$ cat src/rtl/hazard_stall_ctrl_if.sv
// hazard_stall_ctrl_if: hazard inputs, stage enables, memory handshake and
// performance counters exchanged between the pipeline and hazard_stall_ctrl.
`default_nettype none

interface hazard_stall_ctrl_if #(
    parameter int CNT_W = 32
);
    logic [4:0]       id_rs1;
    logic [4:0]       id_rs2;
    logic             id_uses_rs2;
    logic [4:0]       ex_rd;
    logic             ex_mem_read;
    logic             ex_branch_taken;
    logic             mem_mem_read;
    logic             mem_mem_write;
    logic             dmem_ready;

    logic             pc_write;
    logic             if_id_write;
    logic             id_ex_bubble;
    logic             pipe_flush;
    logic             mem_stall;
    logic             dmem_req;
    logic             timeout_err;
    logic [CNT_W-1:0] stall_cycles;
    logic [CNT_W-1:0] flush_count;

    // Pipeline / memory side: drives hazard information, consumes enables.
    modport master (
        output id_rs1, id_rs2, id_uses_rs2, ex_rd, ex_mem_read, ex_branch_taken,
               mem_mem_read, mem_mem_write, dmem_ready,
        input  pc_write, if_id_write, id_ex_bubble, pipe_flush, mem_stall,
               dmem_req, timeout_err, stall_cycles, flush_count
    );

    modport slave (
        input  id_rs1, id_rs2, id_uses_rs2, ex_rd, ex_mem_read, ex_branch_taken,
               mem_mem_read, mem_mem_write, dmem_ready,
        output pc_write, if_id_write, id_ex_bubble, pipe_flush, mem_stall,
               dmem_req, timeout_err, stall_cycles, flush_count
    );
endinterface

`default_nettype wire

$ cat src/rtl/hazard_stall_ctrl.sv
// hazard_stall_ctrl: 5-stage pipeline stall/flush control with a data-memory wait FSM.
// Optional macro HAZ_PERF_CNT_EN enables the stall/flush performance counters.
`default_nettype none

module hazard_stall_ctrl #(
    parameter int TIMEOUT = 255,
    parameter int TO_W    = 8,
    parameter int CNT_W   = 32
) (
    input  wire logic          clk,
    input  wire logic          rst_n,
    hazard_stall_ctrl_if.slave bus
);

    typedef enum logic [1:0] {
        RUN      = 2'd0,
        MEM_WAIT = 2'd1,
        ERR      = 2'd2
    } state_t;

    localparam logic [TO_W-1:0] TIMEOUT_C = TO_W'(TIMEOUT);
    localparam logic [TO_W-1:0] TO_ONE    = {{(TO_W-1){1'b0}}, 1'b1};

    state_t          state_q, state_d;
    logic [TO_W-1:0] wait_cnt_q, wait_cnt_d;

    logic mem_acc;
    logic load_use;
    logic stall_raw;
    logic req_raw;
    logic err_raw;
    logic pc_raw;
    logic ifid_raw;
    logic bubble_raw;
    logic flush_raw;

    logic pc_write;
    logic if_id_write;
    logic id_ex_bubble;
    logic pipe_flush;
    logic mem_stall;
    logic dmem_req;
    logic timeout_err;

    assign mem_acc  = bus.mem_mem_read | bus.mem_mem_write;
    // A load writing x0 produces nothing to forward, so it never stalls.
    assign load_use = bus.ex_mem_read && (bus.ex_rd != 5'd0) &&
                      ((bus.ex_rd == bus.id_rs1) ||
                       (bus.id_uses_rs2 && (bus.ex_rd == bus.id_rs2)));

    always_ff @(posedge clk or negedge rst_n) begin
        if (!rst_n) begin
            state_q    <= RUN;
            wait_cnt_q <= '0;
        end else begin
            state_q    <= state_d;
            wait_cnt_q <= wait_cnt_d;
        end
    end

    always_comb begin
        state_d    = state_q;
        wait_cnt_d = wait_cnt_q;
        stall_raw  = 1'b0;
        req_raw    = 1'b0;
        err_raw    = 1'b0;
        case (state_q)
            RUN: begin
                req_raw = mem_acc;
                if (mem_acc && !bus.dmem_ready) begin
                    stall_raw  = 1'b1;
                    state_d    = MEM_WAIT;
                    wait_cnt_d = TO_ONE;
                end
            end
            MEM_WAIT: begin
                req_raw   = 1'b1;
                stall_raw = 1'b1;
                if (bus.dmem_ready) begin
                    state_d = RUN;
                end else if (wait_cnt_q == TIMEOUT_C) begin
                    state_d = ERR;
                end else begin
                    wait_cnt_d = wait_cnt_q + TO_ONE;
                end
            end
            ERR: begin
                stall_raw = 1'b1;
                err_raw   = 1'b1;
            end
            default: begin
                state_d = RUN;
            end
        endcase
    end

    always_comb begin
        pc_raw     = 1'b1;
        ifid_raw   = 1'b1;
        bubble_raw = 1'b0;
        flush_raw  = 1'b0;
        if (stall_raw) begin
            pc_raw   = 1'b0;
            ifid_raw = 1'b0;
        end else if (bus.ex_branch_taken) begin
            // The ID instruction is squashed, so any load-use match is moot.
            flush_raw = 1'b1;
        end else if (load_use) begin
            pc_raw     = 1'b0;
            ifid_raw   = 1'b0;
            bubble_raw = 1'b1;
        end
    end

    // Reset forces every output low immediately, independent of the clock.
    assign pc_write     = rst_n & pc_raw;
    assign if_id_write  = rst_n & ifid_raw;
    assign id_ex_bubble = rst_n & bubble_raw;
    assign pipe_flush   = rst_n & flush_raw;
    assign mem_stall    = rst_n & stall_raw;
    assign dmem_req     = rst_n & req_raw;
    assign timeout_err  = rst_n & err_raw;

    assign bus.pc_write     = pc_write;
    assign bus.if_id_write  = if_id_write;
    assign bus.id_ex_bubble = id_ex_bubble;
    assign bus.pipe_flush   = pipe_flush;
    assign bus.mem_stall    = mem_stall;
    assign bus.dmem_req     = dmem_req;
    assign bus.timeout_err  = timeout_err;

`ifdef HAZ_PERF_CNT_EN
    localparam logic [CNT_W-1:0] CNT_ONE = {{(CNT_W-1){1'b0}}, 1'b1};

    logic [CNT_W-1:0] stall_cnt_q, stall_cnt_d;
    logic [CNT_W-1:0] flush_cnt_q, flush_cnt_d;

    always_comb begin
        stall_cnt_d = stall_cnt_q;
        flush_cnt_d = flush_cnt_q;
        if ((mem_stall || id_ex_bubble) && (stall_cnt_q != {CNT_W{1'b1}})) begin
            stall_cnt_d = stall_cnt_q + CNT_ONE;
        end
        if (pipe_flush && (flush_cnt_q != {CNT_W{1'b1}})) begin
            flush_cnt_d = flush_cnt_q + CNT_ONE;
        end
    end

    always_ff @(posedge clk or negedge rst_n) begin
        if (!rst_n) begin
            stall_cnt_q <= '0;
            flush_cnt_q <= '0;
        end else begin
            stall_cnt_q <= stall_cnt_d;
            flush_cnt_q <= flush_cnt_d;
        end
    end

    assign bus.stall_cycles = stall_cnt_q;
    assign bus.flush_count  = flush_cnt_q;
`else
    assign bus.stall_cycles = {CNT_W{1'b0}};
    assign bus.flush_count  = {CNT_W{1'b0}};
`endif

endmodule

`default_nettype wire

$ cat src/flat_wrapper.sv
// flat-port wrapper written by rule: the top's interface ports become plain ports
module hazard_stall_ctrl_flat 
#(
    parameter int TIMEOUT = 255,
    parameter int TO_W    = 8,
    parameter int CNT_W   = 32
)
  (clk, rst_n, bus_id_rs1, bus_id_rs2, bus_id_uses_rs2, bus_ex_rd, bus_ex_mem_read, bus_ex_branch_taken, bus_mem_mem_read, bus_mem_mem_write, bus_dmem_ready, bus_pc_write, bus_if_id_write, bus_id_ex_bubble, bus_pipe_flush, bus_mem_stall, bus_dmem_req, bus_timeout_err, bus_stall_cycles, bus_flush_count);
  hazard_stall_ctrl_if #(.CNT_W(CNT_W)) bus_i ();
  input  wire logic clk;
  input  wire logic rst_n;
  input wire logic [$bits(bus_i.id_rs1)-1:0] bus_id_rs1;
  input wire logic [$bits(bus_i.id_rs2)-1:0] bus_id_rs2;
  input wire logic [$bits(bus_i.id_uses_rs2)-1:0] bus_id_uses_rs2;
  input wire logic [$bits(bus_i.ex_rd)-1:0] bus_ex_rd;
  input wire logic [$bits(bus_i.ex_mem_read)-1:0] bus_ex_mem_read;
  input wire logic [$bits(bus_i.ex_branch_taken)-1:0] bus_ex_branch_taken;
  input wire logic [$bits(bus_i.mem_mem_read)-1:0] bus_mem_mem_read;
  input wire logic [$bits(bus_i.mem_mem_write)-1:0] bus_mem_mem_write;
  input wire logic [$bits(bus_i.dmem_ready)-1:0] bus_dmem_ready;
  output wire logic [$bits(bus_i.pc_write)-1:0] bus_pc_write;
  output wire logic [$bits(bus_i.if_id_write)-1:0] bus_if_id_write;
  output wire logic [$bits(bus_i.id_ex_bubble)-1:0] bus_id_ex_bubble;
  output wire logic [$bits(bus_i.pipe_flush)-1:0] bus_pipe_flush;
  output wire logic [$bits(bus_i.mem_stall)-1:0] bus_mem_stall;
  output wire logic [$bits(bus_i.dmem_req)-1:0] bus_dmem_req;
  output wire logic [$bits(bus_i.timeout_err)-1:0] bus_timeout_err;
  output wire logic [$bits(bus_i.stall_cycles)-1:0] bus_stall_cycles;
  output wire logic [$bits(bus_i.flush_count)-1:0] bus_flush_count;
  assign bus_i.id_rs1 = bus_id_rs1;
  assign bus_i.id_rs2 = bus_id_rs2;
  assign bus_i.id_uses_rs2 = bus_id_uses_rs2;
  assign bus_i.ex_rd = bus_ex_rd;
  assign bus_i.ex_mem_read = bus_ex_mem_read;
  assign bus_i.ex_branch_taken = bus_ex_branch_taken;
  assign bus_i.mem_mem_read = bus_mem_mem_read;
  assign bus_i.mem_mem_write = bus_mem_mem_write;
  assign bus_i.dmem_ready = bus_dmem_ready;
  assign bus_pc_write = bus_i.pc_write;
  assign bus_if_id_write = bus_i.if_id_write;
  assign bus_id_ex_bubble = bus_i.id_ex_bubble;
  assign bus_pipe_flush = bus_i.pipe_flush;
  assign bus_mem_stall = bus_i.mem_stall;
  assign bus_dmem_req = bus_i.dmem_req;
  assign bus_timeout_err = bus_i.timeout_err;
  assign bus_stall_cycles = bus_i.stall_cycles;
  assign bus_flush_count = bus_i.flush_count;
  hazard_stall_ctrl #(.TIMEOUT(TIMEOUT), .TO_W(TO_W), .CNT_W(CNT_W)) u_core (.clk(clk), .rst_n(rst_n), .bus(bus_i));
endmodule
$ cat config.mk
export PLATFORM = sky130hd
export DESIGN_NAME = hazard_stall_ctrl_flat
export DESIGN_NICKNAME = d
export VERILOG_FILES = /design/src/rtl/hazard_stall_ctrl_if.sv /design/src/rtl/hazard_stall_ctrl.sv /design/src/flat_wrapper.sv
export SDC_FILE = /design/constraint.sdc
export NUM_CORES = 1
export LEC_CHECK = 0
export CELL_PAD_IN_SITES_DETAIL_PLACEMENT = 1
export CELL_PAD_IN_SITES_GLOBAL_PLACEMENT = 2
export CORE_MARGIN = 2
export CORE_UTILIZATION = 16
export CTS_CLUSTER_DIAMETER = 40
export DETAILED_ROUTE_END_ITERATION = 12
export GPL_TIMING_DRIVEN = 0
export PLACE_DENSITY_LB_ADDON = 0.2
export SLEW_MARGIN = 20
export SYNTH_ARGS = -nofsm -noshare
export SYNTH_HDL_FRONTEND = slang
export SYNTH_SLANG_ARGS = --single-unit
$ cat constraint.sdc
create_clock -name clk -period 1.7 [get_ports clk]
set_input_delay 0.34 -clock clk [delete_from_list [all_inputs] [get_ports clk]]
set_output_delay 0.34 -clock clk [all_outputs]
set_load 0.01 [all_outputs]
==> results.toml, run 1 <==
[run_status]
status = "complete, but fails checks"
violations = "setup timing"

[sta]
fin_crit_ps = 1917
final.period_utilization_pct = 112.8
fin_skew_ps = 8.623
fin_ws_ps = -217.0
slew_viol_final = 0
hold_viol_final = 0
holdWs_ps = 111.9
final-setup-viol-count = 11
max_freq_mhz = 521.6
rsz0062_at_grt = "true"

[worst_setup_path]
arrival_ps = 1580
rrSetupSlack_ps = -50
critPathMaxFanout = 3
cp-startpoint = "u_core.state_q[1]"
timing.rr.end = "u_core.wait_cnt_q[6]"
ff2ff_path_depth = 10
crit_end = "bus_id_ex_bubble"
cp-start-kind = "register"
r2r-start = "u_core.state_q[0]"
cp-end-kind = "output port"
required_ps = 1360
crit_type = "register to output port"

[floorplanning]
fp.dieW_um = 96.16
floorplan.initialDensity_pct = 16.54
die_h_um = 96.16
rows = 33
pin_count = 94
die_area_mm2 = 0.009246
design.core.area_mm2 = 0.008217

[grt]
grt_max_degree = 15
grt.total_usage_pct = 7.846
grt_pass1_vias = 1243
overflow = 0
antenna_found_initial = 0
grt_pass1_wl_mm = 5.782

[yosys]
yosysSeqAreaShare_pct = 18.42
synth_area_per_cell_um2 = 8.040
synthCells = 169
synth_area_leaders = "buf_4 36%, dfrtp_1 18%, xnor2_1 6.4%"
yosys.cell_types.count = 42
synth_largest_area_cell = "buf_4"
synth-seq-cells = 10
synth_top_area_share_pct = 35.91
ys_warn_count = 0
syn_area_mm2 = 0.001359

[routing]
drc = 0
drt-initial-drc-count = 13
ant_nets = 0
num_vias = 1373
post_drt_wl_per_cell_um = 10.15
viasPerCell = 3.530
dr.pass1.iters = 4
wl_mm = 3.947

[clock_tree]
cts_root_buffer = "clkbuf_8"
numCtsBuffers = 3
clk_latency_ps = 240
tritoncts = "done"
clk_path_buf_depth = 2
cts.htree.levels = 1
path_clk_slew_ps = 60
cts.sinks = 10

[final_layout]
nets = 313
syn2layout_area_growth_pct = 75.78
stdcell_count = 389
ff_latch_area_um2 = 251.5
drive_gt1_share_pct = 46.13
diodes = 0
nFillCells = 1022
utilization_pct = 29.07
multiInputGateArea_mm2 = 0.001006

[power]
irDropWorstVdd_mv = 0.3906
power.leakage_nw = 1.205
powerDensity_mw_per_mm2 = 836.9

[place]
place_inst = 366
place_hpwl_mm = 2.965
gp_congestion = 0.7026
io_buffers = 29

[flow_run]
cap_violations = 0

[min_path]
hp-class = "input pin to asynchronous set/reset pin"
==> worst min-delay path by stage <==
| stage | to | slack, ps | cells past startpoint |
|---|---|---|---|
| after floorplan | u_core.state_q[0] | 40 | 0 |
| after global placement | u_core.state_q[1] | 580 | 2 |
| after detailed placement | u_core.wait_cnt_q[2] | 580 | 1 |
| after CTS | u_core.wait_cnt_q[4] | 130 | 1 |
| after global routing | u_core.wait_cnt_q[4] | 150 | 1 |
| final | u_core.wait_cnt_q[4] | 110 | 1 |
==> area by class of cell <==
| type | count | area share (%) |
|---|---|---|
| multi-input cells | 149 | 42.12 |
| plain buffers | 66 | 21.06 |
| repair buffers | 48 | 17.39 |
| flip-flops and latches | 10 | 10.53 |
| well taps | 105 | 5.500 |
| clock buffers | 4 | 2.305 |
| inverters | 7 | 1.100 |
==> metrics by stage <==
step	worst slack (ps)	cell area, um^2	TNS, ps	total power, mW
global placement	-1005	2027	-6940	1.199
finish	-217.0	2389	-1177	1.999
detailed placement	-985.2	2027	-7201	1.198
CTS	-245.1	2262	-1091	1.831
floorplan	5.125	1605	0	0.9401
global route	-294.2	2389	-2183	2.161
==> registers in the layout, indices dropped and copies added (netlist names) <==
name               flops
u_core.state_q         2
u_core.wait_cnt_q      8
==> critical path: stages (launching register included) <==
cell,delay [ps]
dfrtp_1,390
inv_2,100
ha_4,150
inv_2,40
o21ba_4,200
o21ai_4,150
and3b_1,200
buf_6,120
==> placed cells by master, fill, tap and decap left out, drive strengths merged, types with 2 or more instances in the layout <==
master,count
buf,95
conb,64
clkdlybuf4s50,13
xnor2,10
dfrtp,10
nor2,9
nand3,7
a21oi,7
inv,7
o21ai,7
nand2,5
dlygate4sd2,5
ha,5
nand4,4
clkbuf,4
o22ai,2
o21bai,2
a211oi,2
a211o,2
o31ai,2
==> logic make-up after synthesis <==
group                      after synthesis  synth area share (%)
adders and majority gates                5                 4.604
AOI/OAI and AO/OA                       32                 16.94
other                                    1                0.2760
and+or+nand+nor                         38                 15.20
buffers and inverters                   73                 38.12
DFF                                     10                 18.42
xor gates and xnor gates                10                 6.445
==> Yosys cell counts (all sizes together) <==
cell type	count
nand3b	1
a311oi	1
nand4	4
and2	1
buf	65
or3	1
xnor2	10
or2b	1
o22ai	2
o21ba	1
a31oi	1
nor3b	1
o21bai	2
a211o	2
nor2b	1
and3b	1
o21ai	7
and4	1
a211oi	2
or2	1
a22o	1
o311a	1
conb	1
a21oi	7
clkbuf	1
nand2b	1
o311ai	1
and3	1
o21a	1
nor3	1
o41ai	1
nor4b	1
nand2	5
inv	7
o31ai	2
ha	5
dfrtp	10
nand3	7
nor2	9
==> layer usage <==
metal | up-vias | wire length, um | global-route usage (%)
met5 | - | 0 | 0
met4 | 0 | 0 | 1.071
met3 | 0 | 364 | 1.410
met2 | 51 | 2002 | 14.24
met1 | 645 | 1580 | 9.812
li1 | 677 | - | -
==> power by group <==
part	switching, mW	internal (mW)
sequential	0.0948	0.297
clock	0.102	0.204
combinational	0.589	0.713
total	0.786	1.21
==> repair_timing <==
item / in CTS / in global routing
resized for setup: 78 / 20
setup endpoints to repair: 14 / 16
endpoints found under the hold margin: 0 / 0
pin swaps: 14 / 10
hold buffers: 0 / 0
buffers inserted: 14 / 5
(Power assumes the default switching activity.)
==> run 2: changes to the inputs <==
--- a/config.mk
+++ b/config.mk
@@ -9,7 +9,7 @@
 export CELL_PAD_IN_SITES_GLOBAL_PLACEMENT = 2
 export CORE_MARGIN = 2
 export CORE_UTILIZATION = 16
-export CTS_CLUSTER_DIAMETER = 40
+export CTS_CLUSTER_DIAMETER = 100
 export DETAILED_ROUTE_END_ITERATION = 12
 export GPL_TIMING_DRIVEN = 0
 export PLACE_DENSITY_LB_ADDON = 0.2
==> results of run 2 <==
The final DEF is identical to that of run 1; final timing and power are the same.
==> run 3: changes to the inputs <==
==> constraint.sdc (replaced) <==
create_clock -name clk -period 1.6 [get_ports clk]
set_input_delay 0.32 -clock clk [delete_from_list [all_inputs] [get_ports clk]]
set_output_delay 0.32 -clock clk [all_outputs]
set_load 0.01 [all_outputs]
==> run 3 against run 2 <==
Register-to-register slack got worse by 30 ps. Clock-buffer cell count did not move. Sequential power is 5% higher. Hold slack got worse by 23 ps. Sequential share of layout area rose by 0.23 points. Global-route usage shrank 0.45 points. Die area unchanged. Combinational power down 4%. The flow still finishes with violations (setup timing). Final cell count fell by 1.8%. Highest routed layer is now met4. Clock skew fell by 2.6 ps. Critical endpoint unchanged. Largest cell class unchanged.
==> results.toml, run 3 (synthesis results as in run 1) <==
[run_status]
status = "complete, but fails checks"
violations = "setup timing"

[sta]
fin_skew_ps = 6.064
fin_ws_ps = -303.5
final-setup-viol-count = 12
hold_viol_final = 0
max_freq_mhz = 525.3
holdWs_ps = 88.51
rsz0062_at_grt = "true"
final.period_utilization_pct = 119.0
fin_crit_ps = 1903
slew_viol_final = 0
setup_tns_ps = -1586

[final_layout]
diodes = 0
stdcell_count = 382
utilization_pct = 28.58
nFillCells = 1024
drive_gt1_share_pct = 45.85
layout_common_cells = "76 x buf_4, 64 x conb_1, 9 x xnor2_1, 9 x clkdlybuf4s50_1, 8 x dfrtp_1"
nets = 306
largestRegisters = "u_core.wait_cnt_q (8), u_core.state_q (2)"
max_flop_register = "u_core.wait_cnt_q"
syn2layout_area_growth_pct = 72.84
largest_reg_flops = 8
multiInputGateArea_mm2 = 0.001023
ff_latch_area_um2 = 252.7
final_common_cell = "buf_4"
final_area_mm2 = 0.002349

[clock_tree]
clk_latency_ps = 240
tritoncts = "done"
cts_hold_buf = 0
clk_path_buf_depth = 2
cts_root_buffer = "clkbuf_8"
numCtsBuffers = 3
cts.sinks = 10
cts.htree.levels = 1
path_clk_slew_ps = 50

[worst_setup_path]
cpPeakStageDelay_ps = 400
cp-start-kind = "register"
path_delay_family = "flip-flops"
critical-path-slowest-cell = "dfrtp_2"
critPathBufInv = 3
crit_type = "register to output port"
required_ps = 1280
critPathMaxFanout = 3
r2r-start = "u_core.state_q[0]"
cp-startpoint = "u_core.state_q[0]"
cp-end-kind = "output port"
arrival_ps = 1580
cpMostUsedCell = "inv_2"
crit_chain = "inv_2 > ha_4 > inv_2 > o21ba_4 > o21ai_4 > and3b_2 > buf_6"

[routing]
post_drt_wl_per_cell_um = 9.631
dr.pass1.iters = 4
num_vias = 1324
ant_nets = 0
drc = 0
viasPerCell = 3.466
wl_mm = 3.679
drt-initial-drc-count = 7

[place]
gp_congestion = 0.7047
place_inst = 366
post-place-ws_ps = -1021
place_hpwl_mm = 2.900
place_area_mm2 = 0.002047
io_buffers = 29

[grt]
grt.total_usage_pct = 7.397
grt_pass1_wl_mm = 5.457
antenna_found_initial = 0
grt_pass1_vias = 1174
grt_max_degree = 15
overflow = 0

[flow_run]
cap_violations = 0

[floorplanning]
design.core.area_mm2 = 0.008217
fp.dieW_um = 96.16
floorplan.initialDensity_pct = 16.54
die_area_mm2 = 0.009246
rows = 33
pin_count = 94
die_h_um = 96.16

[power]
irDropWorstVdd_mv = 0.2929
power.leakage_nw = 1.202
powerDensity_mw_per_mm2 = 846.5
totalPowerFinal_mw = 1.988

[min_path]
hp-class = "input pin to asynchronous set/reset pin"
==> run 3: power breakdown <==
group          total, mW  internal [mW]  switching (mW)
Clock              0.326          0.217           0.109
Sequential         0.409          0.317          0.0923
Combinational       1.25          0.649           0.603
Total               1.99           1.18           0.804
==> run 3: final cells by class <==
| cell class | instances | area share [%] |
|---|---|---|
| multi-input cells | 149 | 43.58 |
| plain buffers | 66 | 21.36 |
| repair buffers | 41 | 15.24 |
| flip-flops and latches | 10 | 10.76 |
| well taps | 105 | 5.594 |
| clock buffers | 4 | 2.344 |
| inverters | 7 | 1.119 |
==> run 3: repair_timing <==
action	CTS	global route
pin swaps	15	17
setup buffers	10	2
setup endpoints to repair	15	16
resized for setup	78	16
==> run 3: path summary, 6_finish.rpt <==
kind | end | slack, ps | cells after the start
min in group clk | u_core.wait_cnt_q[1] | 610 | 2
worst min register to register | u_core.wait_cnt_q[1] | 610 | 2
max in group asynchronous | u_core.state_q[0] | 1210 | 1
worst min-delay path | u_core.wait_cnt_q[3] | 90 | 1
worst max-delay path | bus_id_ex_bubble | -300 | 7
worst max register to register | u_core.wait_cnt_q[7] | -80 | 7
==> run 3: worst reg2reg max path, stage by stage (launching register included) <==
cell and delay (ps):
dfrtp_2 400, inv_2 80, ha_4 140, buf_4 150
nor2_2 60, a211o_4 380, o41ai_2 240, a22o_1 160
==> run 3: metal layers <==
metal / vias to the layer above / part of all wire [%] / GRT usage, %
met5: - / 0 / 0
met2: 50 / 50 / 13.31
met1: 604 / 39 / 8.988
li1: 668 / - / -
met3: 2 / 10 / 1.644
met4: 0 / 0.22 / 1.429
